### config.mk
export PLATFORM = sky130hd
export DESIGN_NAME = dna_search_sequencer_flat
export DESIGN_NICKNAME = d
export VERILOG_FILES = /design/src/rtl/dna_search_sequencer_if.sv /design/src/rtl/dna_search_sequencer.sv /design/src/flat_wrapper.sv
export SDC_FILE = /design/constraint.sdc
export NUM_CORES = 1
export LEC_CHECK = 0
export ABC_AREA = 0
export BUFFER_PORTS_ARGS = -buffer_cell sky130_fd_sc_hd__buf_2
export CORE_MARGIN = 2
export CORE_UTILIZATION = 56
export CTS_CLUSTER_SIZE = 25
export DETAILED_ROUTE_END_ITERATION = 8
export PLACE_DENSITY = 0.78
export REMOVE_ABC_BUFFERS = 1
export SLEW_MARGIN = 25
export SYNTH_ARGS = -nofsm -noshare
export SYNTH_HDL_FRONTEND = slang
export SYNTH_SLANG_ARGS = --single-unit
### constraint.sdc
create_clock -name clk_i -period 7.25 [get_ports clk_i]
set_input_delay 0 -clock clk_i [delete_from_list [all_inputs] [get_ports clk_i]]
set_output_delay 0 -clock clk_i [all_outputs]
set_load 0.005 [all_outputs]
### src/rtl/dna_search_sequencer_if.sv
// Handshake bundle between the search sequencer (master) and the DNA pattern searcher (slave).
// The master launches a search with a start/length pair; the slave answers with a done pulse and its result.
interface dna_search_sequencer_if;
  logic        ready;
  logic [15:0] dna_start;
  logic [15:0] dna_length;
  logic        done;
  logic        found_it;
  logic [15:0] found_location;
  logic        error;

  modport master (
    output ready, dna_start, dna_length,
    input  done, found_it, found_location, error
  );

  modport slave (
    input  ready, dna_start, dna_length,
    output done, found_it, found_location, error
  );
endinterface

### src/rtl/dna_search_sequencer.sv
// Repeatedly launches the DNA searcher over a region to collect every match.
// Each match location is queued in a FIFO; the next search starts one past the previous hit.
module dna_search_sequencer #(
  parameter int PAT_LEN = 8,
  parameter int DEPTH   = 8
) (
  input  logic                   clk_i,
  input  logic                   rst_i,
  input  logic                   go_i,
  input  logic [15:0]            region_start_i,
  input  logic [15:0]            region_length_i,
  output logic                   busy_o,
  output logic                   all_done_o,
  output logic                   error_o,
  output logic [7:0]             match_count_o,
  dna_search_sequencer_if.master srch,
  output logic                   loc_valid_o,
  output logic [15:0]            loc_data_o,
  input  logic                   loc_pop_i
);

  localparam int AW = $clog2(DEPTH);

  typedef enum logic [2:0] {IDLE, ISSUE, GUARD, WAIT, STALL, DONE} state_e;

  state_e      state_q, state_d;
  logic [15:0] regionStart_q, regionStart_d;
  logic [16:0] regionEnd_q, regionEnd_d;
  logic [15:0] curStart_q, curStart_d;
  logic [15:0] curLen_q, curLen_d;
  logic        error_q, error_d;
  logic [7:0]  matchCount_q, matchCount_d;
  logic [15:0] pendLoc_q, pendLoc_d;
  logic        srchReady_q, srchReady_d;

  logic [15:0] mem_q [DEPTH];
  logic [AW-1:0] wrPtr_q, rdPtr_q;
  logic [AW:0]   count_q;

  logic [15:0] hitLoc;
  logic [16:0] nextStart;
  logic [17:0] remLen;
  logic        remShort;
  logic        outOfRange;
  logic        fifoFull;
  logic        popEn;
  logic        pushEn;
  logic        fifoClear;
  logic        doAdvance;

  // In STALL the hit was latched earlier; in WAIT it comes straight from the searcher.
  assign hitLoc     = (state_q == STALL) ? pendLoc_q : srch.found_location;
  assign nextStart  = {1'b0, hitLoc} + 17'd1;
  assign remLen     = {1'b0, regionEnd_q} - {1'b0, nextStart};
  assign remShort   = remLen[17] || (remLen[16:0] < 17'(PAT_LEN));
  assign outOfRange = (srch.found_location < regionStart_q) ||
                      ({1'b0, srch.found_location} >= regionEnd_q);
  assign fifoFull   = (count_q == (AW+1)'(DEPTH));
  assign popEn      = loc_pop_i && (count_q != '0);

  always_comb begin
    state_d       = state_q;
    regionStart_d = regionStart_q;
    regionEnd_d   = regionEnd_q;
    curStart_d    = curStart_q;
    curLen_d      = curLen_q;
    error_d       = error_q;
    matchCount_d  = matchCount_q;
    pendLoc_d     = pendLoc_q;
    pushEn        = 1'b0;
    fifoClear     = 1'b0;
    doAdvance     = 1'b0;

    case (state_q)
      IDLE, DONE: begin
        if (go_i) begin
          regionStart_d = region_start_i;
          regionEnd_d   = {1'b0, region_start_i} + {1'b0, region_length_i};
          matchCount_d  = 8'd0;
          error_d       = 1'b0;
          fifoClear     = 1'b1;
          if (region_length_i < 16'(PAT_LEN)) begin
            state_d = DONE;
          end else begin
            curStart_d = region_start_i;
            curLen_d   = region_length_i;
            state_d    = ISSUE;
          end
        end
      end
      ISSUE: state_d = GUARD;
      // GUARD swallows a done that may still be asserted from the previous search.
      GUARD: state_d = WAIT;
      WAIT: begin
        if (srch.done) begin
          if (srch.error) begin
            error_d = 1'b1;
            state_d = DONE;
          end else if (!srch.found_it) begin
            state_d = DONE;
          end else if (outOfRange) begin
            error_d = 1'b1;
            state_d = DONE;
          end else if (fifoFull) begin
            pendLoc_d = srch.found_location;
            state_d   = STALL;
          end else begin
            doAdvance = 1'b1;
          end
        end
      end
      STALL: begin
        if (!fifoFull) doAdvance = 1'b1;
      end
      default: state_d = IDLE;
    endcase

    if (doAdvance) begin
      pushEn       = 1'b1;
      matchCount_d = (matchCount_q == 8'hFF) ? 8'hFF : matchCount_q + 8'd1;
      if (remShort) begin
        state_d = DONE;
      end else begin
        curStart_d = nextStart[15:0];
        curLen_d   = remLen[15:0];
        state_d    = ISSUE;
      end
    end
  end

  assign srchReady_d = (state_d == ISSUE);

  always_ff @(posedge clk_i) begin
    if (rst_i) begin
      state_q       <= IDLE;
      regionStart_q <= '0;
      regionEnd_q   <= '0;
      curStart_q    <= '0;
      curLen_q      <= '0;
      error_q       <= 1'b0;
      matchCount_q  <= '0;
      pendLoc_q     <= '0;
      srchReady_q   <= 1'b0;
    end else begin
      state_q       <= state_d;
      regionStart_q <= regionStart_d;
      regionEnd_q   <= regionEnd_d;
      curStart_q    <= curStart_d;
      curLen_q      <= curLen_d;
      error_q       <= error_d;
      matchCount_q  <= matchCount_d;
      pendLoc_q     <= pendLoc_d;
      srchReady_q   <= srchReady_d;
    end
  end

  // A simultaneous push and pop leaves the occupancy unchanged.
  always_ff @(posedge clk_i) begin
    if (rst_i || fifoClear) begin
      wrPtr_q <= '0;
      rdPtr_q <= '0;
      count_q <= '0;
    end else begin
      if (pushEn) wrPtr_q <= wrPtr_q + 1'b1;
      if (popEn)  rdPtr_q <= rdPtr_q + 1'b1;
      count_q <= count_q + (AW+1)'(pushEn) - (AW+1)'(popEn);
    end
  end

  always_ff @(posedge clk_i) begin
    if (pushEn) mem_q[wrPtr_q] <= hitLoc;
  end

  assign busy_o         = (state_q != IDLE) && (state_q != DONE);
  assign all_done_o     = (state_q == DONE);
  assign error_o        = error_q;
  assign match_count_o  = matchCount_q;
  assign srch.ready      = srchReady_q;
  assign srch.dna_start  = curStart_q;
  assign srch.dna_length = curLen_q;
  assign loc_valid_o    = (count_q != '0);
  assign loc_data_o     = loc_valid_o ? mem_q[rdPtr_q] : 16'd0;

endmodule

### src/flat_wrapper.sv
// flat-port wrapper written by rule: the top's interface ports become plain ports
module dna_search_sequencer_flat 
#(
  parameter int PAT_LEN = 8,
  parameter int DEPTH   = 8
)
  (clk_i, rst_i, go_i, region_start_i, region_length_i, busy_o, all_done_o, error_o, match_count_o, loc_valid_o, loc_data_o, loc_pop_i, srch_ready, srch_dna_start, srch_dna_length, srch_done, srch_found_it, srch_found_location, srch_error);
  dna_search_sequencer_if srch_i ();
  input  logic clk_i;
  input  logic rst_i;
  input  logic go_i;
  input  logic [15:0] region_start_i;
  input  logic [15:0] region_length_i;
  output logic busy_o;
  output logic all_done_o;
  output logic error_o;
  output logic [7:0] match_count_o;
  output logic loc_valid_o;
  output logic [15:0] loc_data_o;
  input  logic loc_pop_i;
  output wire logic [$bits(srch_i.ready)-1:0] srch_ready;
  output wire logic [$bits(srch_i.dna_start)-1:0] srch_dna_start;
  output wire logic [$bits(srch_i.dna_length)-1:0] srch_dna_length;
  input wire logic [$bits(srch_i.done)-1:0] srch_done;
  input wire logic [$bits(srch_i.found_it)-1:0] srch_found_it;
  input wire logic [$bits(srch_i.found_location)-1:0] srch_found_location;
  input wire logic [$bits(srch_i.error)-1:0] srch_error;
  assign srch_ready = srch_i.ready;
  assign srch_dna_start = srch_i.dna_start;
  assign srch_dna_length = srch_i.dna_length;
  assign srch_i.done = srch_done;
  assign srch_i.found_it = srch_found_it;
  assign srch_i.found_location = srch_found_location;
  assign srch_i.error = srch_error;
  dna_search_sequencer #(.PAT_LEN(PAT_LEN), .DEPTH(DEPTH)) u_core (.clk_i(clk_i), .rst_i(rst_i), .go_i(go_i), .region_start_i(region_start_i), .region_length_i(region_length_i), .busy_o(busy_o), .all_done_o(all_done_o), .error_o(error_o), .match_count_o(match_count_o), .srch(srch_i), .loc_valid_o(loc_valid_o), .loc_data_o(loc_data_o), .loc_pop_i(loc_pop_i));
endmodule
==> metrics.md <==
| Metric | Value |
|---|---|
| Leak Pwr | `6.14 nW` |
| Synthesized area per cell | `10.5 um^2` |
| Crit path DAT | `6.34 ns` |
| Top delay family on crit path | `compound AO/OA/AOI/OAI gates` |
| Max Clk Rate | `169 MHz` |
| Fin nets | `1,544` |
| Clk_lat worst skew | `0.52 ns` |
| Global route total overflow | `0` |
| Clock Tree Buf Depth | `3` |
| Final GP Congestion | `0.918` |
| First-pass GRT wire length | `51,700 um` |
| Crit Path Max Fanout | `26` |
| Number of remaining DRC errors | `0` |
| Hold_ws | `0.0245 ns` |
| H-tree levels | `1` |
| Total GRT Usage | `26.4%` |
| VDD IR max | `0.175 mV` |
| Vias per cell | `5.82` |
| Drt total wl | `32,800 um` |
| Total power divided by cell area | `298 nW/um^2` |
| Post-synth top area cell | `edfxtp_1` |
| IO Pins | `116` |
| Yosys warning count | `0` |
| Starting Density | `56.8%` |
| Main area contributors after synthesis | `edfxtp_1, dfxtp_1, ha_1, mux4_2, mux2i_1` |
| Initial antenna violation count | `0` |
| Top-area cell type share of the netlist area | `29.0%` |
| Synthesized instance count | `1,268` |
| Vias | `10,200` |
| Critical path capture point type | `flop` |
| Slack of the critical path | `1.32 ns` |
| Crit-path slowest cell | `nor3_2` |
| Final Hold Fails | `0` |
| Post-synth ARST share | `0%` |
| Row Count | `56` |
| EDFF count, synth | `128` |
| PortBufs | `115` |
| Worst Hold Class | `input pin to flop` |
| Fin. max-slew vios | `0` |
| Cts repair resizes | `0` |
| Core Area | `23,300 um^2` |
| Pre-CTS setup slack | `1.26 ns` |
| Max incr delay on CP | `0.60 ns` |
| RSZ-0062 raised after global routing | `no` |
| WL/cell | `18.7 um` |
| Tmin final | `5.93 ns` |
| Final setup viols | `0` |
| CP Buf/Inv Count | `2` |
| Critical path class | `flop to flop` |
| Largest net degree at the start of global routing | `67` |
| WP data required | `7.66 ns` |
| CP Cell Sequence | `or3b_1 > buf_4 > nand2_1 > nand2_1 > ha_1 > xor2_1 > ha_1 > a21oi_1 > inv_1 > maj3_1 > o221ai_1 > a21oi_1 > o21ai_1 > a22oi_1 > nor3_2 > nand3_2 > a31o_1 > a2111oi_2` |
| Setup TNS | `0 ns` |
| Iteration count of the initial detailed-routing pass | `5` |
| Worst slew pin tran | `1.03 ns` |
| Top FF cell, synth | `edfxtp_1` |
| CTS sink cnt | `235` |
| Post-synth cell types | `86` |
| Placed insts | `1,648` |
| Starting DRT DRC Count | `778` |
| Commonest non-fill, non-tap cells in the layout | `nor2_1, edfxtp_1, nand2_1, buf_2, dfxtp_1` |
| Max-cap violations | `0` |
| Layout area overhead | `17.7%` |
| Register bit total from synthesis | `235` |
| DPL Wire Length | `22,300 um` |
| Status | `complete, no violations` |
| Clk_skew | `0.0103 ns` |
| Design Power | `4.65 mW` |
| Die H | `158 um` |
| CTS tree | `built` |
| Post-route ant nets | `0` |
| Max-slew headroom | `31.4%` |
| CP Launch Type | `flop` |
| Post-synthesis sequential area ratio | `45.1%` |
| Die width | `158 um` |
| CTS Buf Count | `24` |
| Vias in the first global route | `9,935` |
| Syn Std Cell Area | `13,300 um^2` |
| Commonest non-fill, non-tap cell in the layout | `nor2_1` |
| Fin cells | `1,758` |
| Layout cells sized above 1 | `18.6%` |
| CTS root buffer | `clkbuf_16` |
| Fin crit share | `81.8%` |
| Clock Pin Slew Worst Setup and Hold Paths | `0.06 ns` |
| Die ar. | `24,900 um^2` |
registers in the layout, indices dropped and copies added, names as in the netlist, named ones only:
register / cells
u_core.rdPtr_q: 3
u_core.pendLoc_q: 16
u_core.error_o: 1
u_core.wrPtr_q: 3
u_core.srch.dna_length: 16
u_core.state_q: 3
u_core.srch.dna_start: 16
u_core.regionEnd_q: 17
u_core.match_count_o: 8
u_core.count_q: 4
u_core.regionStart_q: 16
u_core.srch.ready: 1
u_core.mem_q: 128
routing by layer:
layer,track usage [%],vias up,wire length [um]
met5,0,-,0
met4,8.27,0,916
met3,3.12,62,1880
met2,45.1,341,16000
met1,35.4,4917,14000
li1,-,4906,-
layout make-up:
cell class	instances	area [um^2]
Tap cell	319	399
Inverter	77	289
Sequential cell	235	5990
Timing Repair Buffer	192	1340
Clock inverter	14	169
Antenna cell	1	2.50
Clock buffer	29	651
Fill cell	1767	7730
Multi-Input combinational cell	891	6770
synthesized netlist by cell type, types with 6 or more instances:
cell type    n
nor2_1     137
edfxtp_1   128
nand2_1    126
dfxtp_1    107
a21oi_1     79
inv_1       77
ha_1        65
mux2i_1     64
clkbuf_1    40
xnor2_1     34
mux4_2      32
o21ai_0     28
nand3_1     24
nor3_1      22
mux2_4      18
xor2_1      16
a21o_1      15
nor2b_1     13
nor4_1      12
buf_1       11
mux2_2      11
nand2b_1    11
a211oi_1    10
and3_1      10
nand4_1     10
a31oi_1      9
buf_2        9
nor3b_1      9
and2_1       8
maj3_1       8
nand3b_1     8
a22oi_1      7
a2111oi_2    6
nand4b_1     6
repair_timing:
action,4_1_cts,5_1_grt
endpoints found under the hold margin,67,0
setup buffers,0,0
endpoints found under the setup margin,0,0
hold buffers,64,0
stage by stage:
stage	cell area, um^2	util, %
CTS	15600	66.7
detailed placement	14100	60.4
floorplan	13000	-
finish	15600	66.9
global placement	14100	60.4
global route	15600	66.9
cells by family (layout without fill, tap and decap cells):
logic type,after synthesis,after routing,synth area share (%)
xor gates and xnor gates,52,52,3.59
adders and majority gates,78,78,7.36
AOI/OAI and AO/OA,212,212,11.0
and+or+nand+nor,423,423,15.3
DFF,235,235,45.1
buffers and inverters,142,312,4.30
muxes,126,126,13.3
other,0,1,0
tightest hold or removal path, cell delays in order:
cell     delay [ns]
buf_2          0.12
ha_1           0.17
xnor2_1        0.08
nand2_1        0.06
a21oi_1        0.06
report_power, final:
group	internal (mW)	switching, mW	leakage (nW)
sequential	1.55	0.108	2.03
clock	0.751	0.515	0.388
combinational	0.740	0.983	3.72
total	3.04	1.61	6.14
final timing paths:
| path | to | start | slack (ns) | depth (start not counted) |
|---|---|---|---|---|
| hold reg to reg | u_core.regionStart_q[2] | u_core.regionStart_q[2] | 0.46 | 2 |
| setup / recovery | u_core.srch.dna_start[8] | u_core.state_q[2] | 1.32 | 18 |
| setup reg to reg | u_core.srch.dna_start[8] | u_core.state_q[2] | 1.32 | 18 |
| hold / removal | u_core.regionEnd_q[2] | region_length_i[2] | 0.02 | 5 |
No activity file was read; power rests on OpenSTA's default activity.
